==> config.mk <==
export PLATFORM = sky130hd
export DESIGN_NAME = gcd_ctrl
export DESIGN_NICKNAME = d
export VERILOG_FILES = /design/src/rtl/gcd_ctrl.sv
export SDC_FILE = /design/constraint.sdc
export NUM_CORES = 1
export LEC_CHECK = 0
export BUFFER_PORTS_ARGS = -buffer_cell sky130_fd_sc_hd__clkbuf_2
export CAP_MARGIN = 10
export CELL_PAD_IN_SITES_DETAIL_PLACEMENT = 1
export CELL_PAD_IN_SITES_GLOBAL_PLACEMENT = 2
export CORE_MARGIN = 5
export CORE_UTILIZATION = 33
export CTS_CLUSTER_SIZE = 12
export DETAILED_ROUTE_END_ITERATION = 6
export PLACE_DENSITY = 0.92
export SYNTH_ARGS = -nofsm -noshare
export SYNTH_HDL_FRONTEND = slang
export SYNTH_SLANG_ARGS = --single-unit
==> constraint.sdc <==
create_clock -name clk -period 4.2 [get_ports clk]
set_input_delay 0 -clock clk [delete_from_list [all_inputs] [get_ports clk]]
set_output_delay 0 -clock clk [all_outputs]
set_load 0.01 [all_outputs]
==> src/rtl/gcd_ctrl.sv <==
// gcd_ctrl: Moore controller sequencing the 32-bit subtract-based GCD datapath.
// Loads A then B from the external input, loops compare/subtract until the
// comparator reports equality, and aborts after MAX_ITER subtract steps.
module gcd_ctrl #(
    parameter int unsigned MAX_ITER = 1000,
    parameter int unsigned CW       = 16
) (
    input  logic          clk,
    input  logic          rst_n,
    input  logic          start,
    input  logic          lt,
    input  logic          gt,
    input  logic          eq,
    output logic          lda,
    output logic          ldb,
    output logic          sel_in,
    output logic          sel1,
    output logic          sel2,
    output logic          busy,
    output logic          done,
    output logic          err,
    output logic [CW-1:0] iter
);

    localparam int unsigned STATE_W = 3;
    localparam logic [CW-1:0] MAX_ITER_C = CW'(MAX_ITER);

    typedef enum logic [STATE_W-1:0] {
        ST_IDLE    = 3'd0,
        ST_LOAD_A  = 3'd1,
        ST_LOAD_B  = 3'd2,
        ST_COMPARE = 3'd3,
        ST_SUB_A   = 3'd4,
        ST_SUB_B   = 3'd5,
        ST_DONE    = 3'd6,
        ST_ERR     = 3'd7
    } state_e;

    state_e        state_q, state_d;
    logic [CW-1:0] iter_q,  iter_d;

    logic lda_q,    lda_d;
    logic ldb_q,    ldb_d;
    logic sel_in_q, sel_in_d;
    logic sel1_q,   sel1_d;
    logic sel2_q,   sel2_d;
    logic busy_q,   busy_d;
    logic done_q,   done_d;
    logic err_q,    err_d;

    // State register
    always_ff @(posedge clk) begin
        if (!rst_n) begin
            state_q <= ST_IDLE;
        end else begin
            state_q <= state_d;
        end
    end

    // Next-state logic; comparator flags resolved with eq > lt > gt priority
    always_comb begin
        state_d = state_q;
        unique case (state_q)
            ST_IDLE: begin
                if (start) begin
                    state_d = ST_LOAD_A;
                end
            end
            ST_LOAD_A:  state_d = ST_LOAD_B;
            ST_LOAD_B:  state_d = ST_COMPARE;
            ST_COMPARE: begin
                if (eq) begin
                    state_d = ST_DONE;
                end else if (iter_q == MAX_ITER_C) begin
                    state_d = ST_ERR;
                end else if (lt) begin
                    state_d = ST_SUB_B;
                end else if (gt) begin
                    state_d = ST_SUB_A;
                end else begin
                    state_d = ST_ERR;
                end
            end
            ST_SUB_A:   state_d = ST_COMPARE;
            ST_SUB_B:   state_d = ST_COMPARE;
            ST_DONE:    state_d = ST_IDLE;
            ST_ERR:     state_d = ST_IDLE;
            default:    state_d = ST_IDLE;
        endcase
    end

    // Output decode of the upcoming state, so the registered outputs track state_q
    always_comb begin
        lda_d    = 1'b0;
        ldb_d    = 1'b0;
        sel_in_d = 1'b0;
        sel1_d   = 1'b0;
        sel2_d   = 1'b0;
        busy_d   = 1'b0;
        done_d   = 1'b0;
        err_d    = 1'b0;
        iter_d   = iter_q;
        unique case (state_d)
            ST_LOAD_A: begin
                lda_d    = 1'b1;
                sel_in_d = 1'b1;
                busy_d   = 1'b1;
                iter_d   = '0;
            end
            ST_LOAD_B: begin
                ldb_d    = 1'b1;
                sel_in_d = 1'b1;
                busy_d   = 1'b1;
            end
            ST_COMPARE: begin
                busy_d = 1'b1;
            end
            ST_SUB_A: begin
                lda_d  = 1'b1;
                sel2_d = 1'b1;
                busy_d = 1'b1;
                iter_d = iter_q + CW'(1);
            end
            ST_SUB_B: begin
                ldb_d  = 1'b1;
                sel1_d = 1'b1;
                busy_d = 1'b1;
                iter_d = iter_q + CW'(1);
            end
            ST_DONE: begin
                done_d = 1'b1;
            end
            ST_ERR: begin
                err_d = 1'b1;
            end
            default: begin
                busy_d = 1'b0;
            end
        endcase
    end

    // Output and iteration-counter registers
    always_ff @(posedge clk) begin
        if (!rst_n) begin
            lda_q    <= 1'b0;
            ldb_q    <= 1'b0;
            sel_in_q <= 1'b0;
            sel1_q   <= 1'b0;
            sel2_q   <= 1'b0;
            busy_q   <= 1'b0;
            done_q   <= 1'b0;
            err_q    <= 1'b0;
            iter_q   <= '0;
        end else begin
            lda_q    <= lda_d;
            ldb_q    <= ldb_d;
            sel_in_q <= sel_in_d;
            sel1_q   <= sel1_d;
            sel2_q   <= sel2_d;
            busy_q   <= busy_d;
            done_q   <= done_d;
            err_q    <= err_d;
            iter_q   <= iter_d;
        end
    end

    assign lda    = lda_q;
    assign ldb    = ldb_q;
    assign sel_in = sel_in_q;
    assign sel1   = sel1_q;
    assign sel2   = sel2_q;
    assign busy   = busy_q;
    assign done   = done_q;
    assign err    = err_q;
    assign iter   = iter_q;

endmodule

* Word-level counts from Yosys, hierarchy flattened
Index checks and enable logic that the tools add are counted. W data, S select, Z words.
Storage, ports and cells: memories 0, register bits after elaboration 27, ROM bits 0, RAM bits 0, output and inout port bits 24, bits in latches 0, bits of input ports 6, logic and storage cells 50
Operators by class: bitwise operators 0, multiplexer cells 15, multipliers 0, reductions and logical operators 9, shifts and indexed selects 0, $add $sub $neg 1, divide/modulo/power cells 0, $lt $le $gt $ge 0, equal/unequal tests 15
Operator list (number):
- $pmux W16 S2 | 1
- $eq A3 B3 Y1 const B | 8
- $add A16 B1 Y16 const B | 1
- $eq A16 B10 Y1 const B | 1
- $pmux W3 S5 | 1
- $eq A3 B2 Y1 const B | 4
- $reduce_or A2 Y1 | 5
- $mux W1 | 8
- $mux W2 | 4
- $eq A3 B1 Y1 const B | 2
- $reduce_or A5 Y1 | 1
- $logic_not A3 Y1 | 1
- $mux W3 | 1
- $reduce_or A3 Y1 | 1
- $reduce_bool A2 Y1 | 1

* Depth between registers and ports, before layout
Gate-level depths: netlist of run 1.
depth in word-level cells 8, depth in mapped cells 9, gate-level depth less buffers 7

* Least setup slack after synthesis of run 1
Ideal clock, no wire load.
path type reg-to-reg, from register iter_q[0] (netlist: iter[0]), to register iter_q[12] (netlist: iter[12]), data required time 4078 ps, arrival 1631 ps, clock period less this slack 1752 ps, setup slack 2448 ps, stages on the path, launching flop included 7, library setup time 122 ps, buffers on the path 0, cell sequence dfxtp_1 -> ha_1 -> nand3_1 -> nor2_1 -> nand4_1 -> and3_1 -> a221o_1
Between the ends: word-level cells in the longest chain between the ends 7, elaborated cells on any way between the ends 11, those cells by class 1 x add/sub; 4 x eq/ne; 4 x mux; 2 x reduce/logical
Ends and longest elaborated chain:
- start, declared | RTL line 40 | logic [CW-1:0] iter_q, iter_d;
- start signal, assigned | RTL line 163 | iter_q <= iter_d;
- $eq A16 B10 Y1 | RTL line 74 | end else if (iter_q == MAX_ITER_C) begin
- $mux W2 | RTL line 74
- $mux W2 | RTL line 72 | if (eq) begin
- $pmux W3 S5 | RTL line 63 | unique case (state_q)
- $eq A3 B3 Y1 | RTL line 103 | unique case (state_d)
- $reduce_or A2 Y1 (no line)
- $pmux W16 S2 or $reduce_bool A2 Y1 (tied branches)
Several ways; a longest one is shown, not always the timed one. A chain may end at the register's enable or synchronous reset.

* Worst setup path after layout of run 1
Ends and elaborated chain as after synthesis.

==> results.toml, run 1 <==
[cells_and_area]
drive_gt1_share_pct = 22.7
nNetsFinal = 185
fin_area_sq_mm = 0.00150
final_common_cell = "clkbuf_2"
num_antenna_cells = 0
mostFrequentLayoutCells = "clkbuf_2 (29), dfxtp_1 (27), nor2_1 (14)"
fin_util_pct = 40.5
fin_cells = 224
area_growth_pct = 16.7

[cts]
cts.htree.levels = 1
cts_resized = 0
ctsLongestPathBuffers = 2
path_clk_slew_ns = 0.10
clock_latency_ns = 0.28
cts_tree = "yes"
cts_root_buf = "clkbuf_8"
cts_made_buffers = 3
cts.sinks = 27

[floorplan]
start_util_pct = 34.7
ios = 30
core-area_sq_mm = 0.00372
rows = 22
die_area_sq_mm = 0.00525
die_x_um = 72.5
die_h_um = 72.5

[power]
finalPower_uw = 466
p_comb_share_pct = 8.8
power_per_cell_area_mw_per_mm2 = 310
clkPwrFrac_pct = 33.5
power.leakage_nw = 0.606
p_sw_share_pct = 25.8
internal-power_uw = 345
p_switching_uw = 120
ir_drop_mv = 0.134
seqPwrFrac_pct = 57.7

[sta]
worst_slew_pin_slew_ns = 1.09
fin_crit_sh_pct = 57.5
setup-tns-final_ns = 0
setup_viol = 0
skew_ns = 0.00131
maxSlewHeadroom_pct = 26.7
fmax_ghz = 0.414
finalHoldViolations = 0
finalWorstSetupSlack_ns = 1.78
drv_slew = 0
rsz0062_at_grt = "no"
worst_hold_slack_ns = 0.0161
final.min_clock_period_ns = 2.42

[min_path]
hold_path.class = "input pin to flop"
hold_start = "lt"
hold_depth = 3
hold_end = "sel1"

[setup_path]
worst_r2r_endpoint = "iter[12]"
cp-start-kind = "flop"
arrival_ns = 2.64
r2r_setup_slack_ns = 1.78
rr_worst_depth = 7
endpoint_kind = "flop"
crit_family = "simple AND/OR/NAND/NOR gates"
worstPathCellList = "inv_1 -> ha_1 -> nor3b_1 -> and4_4 -> nor3_2 -> and3_1 -> a221o_1"
worstReg2RegStart = "iter[0]"
cp.required_ns = 4.43
max_stage_delay_ns = 0.87
worst_path_max_delay_cell = "nor3_2"
critPathKind = "flop to flop"
crit_fanout = 20
path_buf_inv = 1

[logic_synthesis]
synthAdderAreaFrac_pct = 1.94
synth_area_per_cell_sq_um = 8.65
muxShareOfSynthArea_pct = 2.33
synth_compound_area_share_pct = 17.3
synth.distinct_cells = 42
syn-num-nets = 157
yosys.area_share.simple_pct = 29.3
synthXorXnorAreaFrac_pct = 1.36
synthCells = 149
seq_area_frac_synth_pct = 41.9
ys_ff_latch = 27
yosys.area.top_type = "dfxtp_1"
syn_area_sq_mm = 0.00129
yosys_warnings = 0
yosysTopAreaCellShare_pct = 41.9
synth_top_family_by_area = "simple AND/OR/NAND/NOR gates"
synth_area_leaders = "dfxtp_1 (42%), nor2_1 (4.1%), nand4_1 (3.4%)"

[place]
dp_hpwl_um = 2540
gp_congestion = 0.858
port_buffers = 29
place_area_sq_mm = 0.00145
placed_cells = 219
pre_cts_ws_ns = 1.78

[routing]
postRouteAntennaNets = 0
viasPerCell = 5.31
drtIter0Drc = 52
wl_per_cell_um = 15.5
drt_pre_antenna_iters = 4
vias = 1190
drc = 0
wl_um = 3480

[run]
cap_violations = 0

[grt]
overflow = 0
first_global_vias = 1247
grt_pass1_wl_um = 5930
antenna_found_initial = 0
grt_max_degree = 21
track_usage_pct = 14.3

[outcome]
outcome = "finished, final reports clean"
==> routing by layer <==
metal	share of wire (%)	wire length (um)	GRT usage, %	up-vias
met1	45	1560	17.6	569
li1	-	-	-	593
met5	0	0	0	-
met2	51	1760	24.6	24
met4	1.2	40	5.12	0
met3	3.1	109	2.77	4
==> power by group through the flow <==
stage	registers [mW]	clock network, mW	logic, mW
after floorplan	0.273	0	0.0273
after global placement	0.274	0	0.0391
after detailed placement	0.275	0	0.0404
after CTS	0.269	0.161	0.0415
after global routing	0.270	0.170	0.0465
final	0.269	0.156	0.0410
==> final cells by class <==
type                            count  area (sq um)
Multi-Input combinational cell    108           673
Timing Repair Buffer               30           155
Sequential cell                    27           541
Tap cell                           48          60.1
Clock inverter                      1          7.51
Inverter                            7          26.3
Clock buffer                        3          41.3
Fill cell                         467          2210
==> worst register-to-register path, cell delays in order (launching register included) <==
cell     delay [ns]
dfxtp_1        0.44
inv_1          0.07
ha_1           0.20
nor3b_1        0.16
and4_4         0.22
nor3_2         0.87
and3_1         0.29
a221o_1        0.11
==> cell families (layout without fill, tap and decap cells) <==
group	count (synthesis)	in the layout
AOI/OAI and AO/OA	34	34
xor gates and xnor gates	2	2
adders and majority gates	2	2
buffers and inverters	14	41
DFF	27	27
muxes	3	3
and+or+nand+nor	67	67
==> repair_timing <==
item / CTS / global route
endpoints found under the hold margin: 1 / 0
buffers inserted: 0 / 0
hold buffers: 1 / 0
==> worst max path at each step <==
stage	end	startpoint	slack [ns]	depth (start not counted)
CTS	iter[12]	iter[0]	1.75	7
detailed placement	iter[11]	iter[0]	1.78	7
global placement	iter[4]	iter[0]	1.90	7
finish	iter[12]	iter[0]	1.78	7
floorplan	iter[12]	iter[0]	2.45	6
global route	iter[14]	iter[0]	1.59	7
==> synthesized netlist by cell type, drive strengths merged <==
cell type,number
nor3b,3
nand2b,2
and2,1
a22o,1
ha,2
nand3,7
and4,3
dfxtp,27
xnor2,2
a211oi,1
nand2,12
o221ai,1
nand3b,1
and4bb,1
o211ai,1
nor2,15
nand4,7
o21bai,2
a31oi,1
a21oi,8
mux2i,3
o21ai,14
and3,5
nor4,1
or2,1
o31ai,1
clkbuf,1
or3,1
or4,1
a221o,4
nor3,5
inv,7
buf,6
or3b,1
==> sequential cells by signal, indices dropped and copies added (netlist names) <==
signal,cells
sel_in,1
err,1
iter,16
done,1
lda,1
ldb,1
state_q,3
busy,1
sel1,1
sel2,1
Power figures use the tool's default switching activity.
==> run 2: changes to the inputs <==
- CORE_UTILIZATION: 33 -> 27
- PLACE_DENSITY: 0.92 -> 0.82
- clock period: 4.2 -> 2 ns (I/O delays scaled with it)
==> run 2 against run 1 <==
Against the previous run:
- via count up 4.6%
- first-iteration DRC count down 27%
- critical endpoint is now iter[11]
- non-clock buffer count up 15
- critical path type unchanged
- highest routed layer unchanged
==> results.toml, run 2 (same netlist as run 1, synthesis figures left out) <==
[outcome]
outcome = "finished, final reports clean"

[setup_path]
worst_path_max_delay_cell = "dfxtp_1"
arrival_ns = 2.00
cp-start-kind = "flop"
endpoint_kind = "flop"
worstPathCellList = "and4_1 -> and4_4 -> nor3_2 -> buf_4 -> and3_1 -> a221o_1"
max_stage_delay_ns = 0.42
r2r_setup_slack_ns = 0.18
cp.required_ns = 2.18
worst_r2r_endpoint = "iter[11]"
worstReg2RegStart = "iter[8]"
rr_worst_depth = 6
critPathKind = "flop to flop"
setup.worst_path.start = "iter[8]"
setup.worst_path.end = "iter[11]"
crit_fanout = 10

[cts]
cts_made_buffers = 3
path_clk_slew_ns = 0.09
ctsLongestPathBuffers = 2
clock_latency_ns = 0.28
cts_tree = "yes"
cts_root_buf = "clkbuf_8"
cts.htree.levels = 1
cts_setup_buffers = 0
cts.sinks = 27

[power]
ir_drop_mv = 0.241
power.leakage_nw = 0.688
finalPower_uw = 984
power_per_cell_area_mw_per_mm2 = 604

[routing]
wl_per_cell_um = 15.0
drtIter0Drc = 38
vias = 1245
drc = 0
drt_pre_antenna_iters = 4
viasPerCell = 5.08
wl_um = 3670
postRouteAntennaNets = 0

[sta]
setup_viol = 0
final.min_clock_period_ns = 1.82
worst_slew_pin_slew_ns = 0.356
fmax_ghz = 0.549
worst_hold_slack_ns = 0.00434
drv_slew = 0
maxSlewHeadroom_pct = 76.1
finalWorstSetupSlack_ns = 0.179
rsz0062_at_grt = "no"
setup-tns-final_ns = 0
finalHoldViolations = 0
fin_crit_sh_pct = 91.1
skew_ns = 0.00400

[cells_and_area]
largest_reg_flops = 16
nNetsFinal = 200
fin_cells = 245
final_common_cell = "clkbuf_2"
fin_area_sq_mm = 0.00163
fin_util_pct = 34.7
multiInputGateArea_sq_um = 683
fillers = 581
area_growth_pct = 26.5
num_antenna_cells = 0
mostFrequentLayoutCells = "clkbuf_2 (29), dfxtp_1 (27), buf_4 (15)"
drive_gt1_share_pct = 28.8
regArea_sq_um = 541

[place]
gp_congestion = 0.845
dp_hpwl_um = 2720
port_buffers = 29
placed_cells = 240
place_area_sq_mm = 0.00157
pre_cts_ws_ns = 0.144

[grt]
track_usage_pct = 12.7
grt_max_degree = 17
first_global_vias = 1278
antenna_found_initial = 0
grt_pass1_wl_um = 6240
overflow = 0

[min_path]
hold_path.class = "input pin to flop"
hold_depth = 3
hold_start = "lt"

[floorplan]
die_x_um = 79.1
die_area_sq_mm = 0.00625
die_h_um = 79.1
ios = 30
rows = 25
core-area_sq_mm = 0.00469
start_util_pct = 27.5

[run]
cap_violations = 0
-- run 2: cell types whose count changed in the layout (fill, tap and decap cells not counted) --
cell and change:
clkbuf_1 +1, nor2_4 +1, nor3b_1 -1, nor3b_2 +1, nor2_2 -1, clkinvlp_4 -1, buf_4 +15
-- run 2: per-layer routing --
metal / GRT usage (%) / wire length, um
met3: 1.93 / 114
met1: 16.4 / 1750
met2: 20.5 / 1730
met5: 0 / 0
met4: 6.01 / 76
-- run 2: power breakdown --
part / switching (mW) / leakage (nW) / internal, mW
combinational: 0.0575 / 0.447 / 0.0423
clock: 0.181 / 0.0228 / 0.143
sequential: 0.00983 / 0.219 / 0.551
total: 0.248 / 0.688 / 0.736
-- run 2: how the worst min path moves through the flow --
stage	to	slack [ns]
floorplan	state_q[0]	0.11
global placement	state_q[0]	0.29
detailed placement	state_q[0]	0.30
CTS	sel1	0.005
global route	sel1	0.007
finish	sel1	0.004
-- run 2: final cells by class --
type,count,area share (%)
timing repair buffer,45,16.4
tap,54,4.14
multi-input combinational,108,41.9
clock buffer,4,2.76
inverter,7,1.61
sequential,27,33.2
-- run 2: repair_timing --
action | CTS | global route
resized for setup | 0 | 2
setup endpoints to repair | 0 | 6
endpoints found under the hold margin | 1 | 0
hold buffers | 1 | 0
-- run 2: critical path: cells and delay by family (launching register included) --
kind | cells | cell delay, ns
simple gates | 4 | 0.87
compound gates | 1 | 0.25
flops | 1 | 0.42
buf+inv | 1 | 0.18
==> run 3: changes to the inputs <==
- HOLD_SLACK_MARGIN: default -> 0.03
- RECOVER_POWER: default -> 25
==> run 3 against run 2 <==
Against the previous run:
- via count unchanged
- power increased by 0.15%
- worst setup slack improved by 0.0049 ns
- combinational power about the same
- fmax increased by 0.27%
- final cell count increased by 0.82%
- clock-buffer cell count unchanged
- clock skew about the same
- hold slack improved by 0.048 ns
- global-route usage increased by 0.12 points
- largest cell class unchanged
- highest routed layer unchanged
==> results.toml, run 3 (same netlist as run 1, synthesis figures left out) <==
[outcome]
outcome = "finished, final reports clean"

[setup_path]
cp-start-kind = "flop"
crit_cells = 6
crit_fanout = 10
worst_path_max_delay_cell = "dfxtp_1"
worstReg2RegStart = "iter[8]"
path_buf_inv = 1
critPathKind = "flop to flop"
max_stage_delay_ns = 0.42
r2r_setup_slack_ns = 0.18
crit_family = "simple AND/OR/NAND/NOR gates"
endpoint_kind = "flop"
setup.worst_path.end = "iter[11]"
rr_worst_depth = 6
worst_r2r_endpoint = "iter[11]"
cp.required_ns = 2.18
setup.worst_path.start = "iter[8]"
arrival_ns = 2.00
worstPathCellList = "and4_1 -> and4_4 -> nor3_2 -> buf_4 -> and3_1 -> a221o_1"

[grt]
antenna_found_initial = 0
overflow = 0
track_usage_pct = 12.8
grt_max_degree = 17
grt_pass1_wl_um = 6310
first_global_vias = 1296

[place]
gp_congestion = 0.845
port_buffers = 29
place_area_sq_mm = 0.00157
placed_cells = 240
dp_hpwl_um = 2720

[power]
seqPwrFrac_pct = 56.8
ir_drop_mv = 0.242
power_per_cell_area_mw_per_mm2 = 602
power.leakage_nw = 0.659
clkPwrFrac_pct = 32.9
finalPower_uw = 986
p_comb_share_pct = 10.2
p_switching_uw = 249
p_sw_share_pct = 25.3
internal-power_uw = 737

[sta]
fin_crit_sh_pct = 90.8
final.min_clock_period_ns = 1.82
setup_viol = 0
setup-tns-final_ns = 0
drv_slew = 0
maxSlewHeadroom_pct = 75.5
finalHoldViolations = 0
worst_slew_pin_slew_ns = 0.368
skew_ns = 0.00428
fmax_ghz = 0.551
rsz0062_at_grt = "no"

[min_path]
hold_path.class = "input pin to flop"
hold_depth = 3

[cells_and_area]
mostFrequentLayoutCells = "dfxtp_1 (27), clkbuf_2 (18), buf_4 (15)"
multiInputGateArea_sq_um = 683
area_growth_pct = 27.0
fillers = 580
largest_reg_flops = 16
fin_util_pct = 34.9
final_common_cell = "dfxtp_1"
num_antenna_cells = 0
nNetsFinal = 202
regArea_sq_um = 541
fin_cells = 247
fin_area_sq_mm = 0.00164
drive_gt1_share_pct = 22.8

[cts]
cts_made_buffers = 3
clock_latency_ns = 0.28
cts.htree.levels = 1
cts_tree = "yes"
path_clk_slew_ns = 0.09
cts.sinks = 27
cts_root_buf = "clkbuf_8"
ctsLongestPathBuffers = 2
cts_setup_buffers = 0

[floorplan]
die_area_sq_mm = 0.00625
start_util_pct = 27.5
core-area_sq_mm = 0.00469
rows = 25
die_h_um = 79.1
die_x_um = 79.1
ios = 30

[routing]
postRouteAntennaNets = 0
drc = 0
drt_pre_antenna_iters = 4
vias = 1245
drtIter0Drc = 50
wl_per_cell_um = 14.8
viasPerCell = 5.04
wl_um = 3670

[run]
cap_violations = 0
==> run 3: changes by cell type in the layout (fill, tap and decap cells not counted), sizes merged <==
cell         change
dlygate4sd3      +2
==> run 3: what timing repair did <==
action / CTS / global route
hold buffers: 3 / 0
hold endpoints to repair: 4 / 0
setup endpoints to repair: 0 / 6
gates resized for setup: 0 / 2
==> run 3: worst min-delay path by stage <==
stage / from / endpoint / slack [ns]
global placement: rst_n / state_q[0] / 0.29
global route: start / busy / 0.08
floorplan: rst_n / state_q[0] / 0.11
finish: start / busy / 0.05
CTS: start / busy / 0.06
detailed placement: rst_n / state_q[0] / 0.30
==> run 3: stage by stage <==
| stage | worst slack (ns) | hold slack, ns |
|---|---|---|
| 2_1_floorplan | 0.248 | 0.112 |
| 3_3_place_gp | 0.194 | 0.293 |
| 3_5_place_dp | 0.144 | 0.295 |
| 4_1_cts | 0.0975 | 0.0609 |
| 5_1_grt | 0.0449 | 0.0846 |
| 6_report | 0.184 | 0.0521 |
==> run 3: cell type report <==
cell class              count  area share (%)
repair buffers             47            16.7
flip-flops and latches     27            33.0
inverters                   7            1.61
clock buffers               4            2.75
well taps                  54            4.13
multi-input cells         108            41.7
==> run 3: layer usage <==
metal  share of wire (%)  vias to the layer above  track usage, %  wire, um
li1                    -                      628               -         -
met1                  47                      592            16.5      1720
met2                  48                       20            20.8      1740
met3                 3.5                        5            1.93       128
met4                 2.1                        0            6.01        76
met5                   0                        -               0         0
==> run 3: worst register-to-register path, cell delays in order (launching register included) <==
cell	delay (ns)
dfxtp_1	0.42
and4_1	0.36
and4_4	0.29
nor3_2	0.06
buf_4	0.18
and3_1	0.16
a221o_1	0.25
==> run 3: power by group through the flow <==
stage                     sequential (mW)  combinational, mW  clock, mW
after global routing                0.563              0.113      0.357
after CTS                           0.560              0.104      0.328
after global placement              0.573             0.0980          0
after floorplan                     0.574             0.0572          0
after detailed placement            0.573             0.0986          0
final                               0.560              0.101      0.325
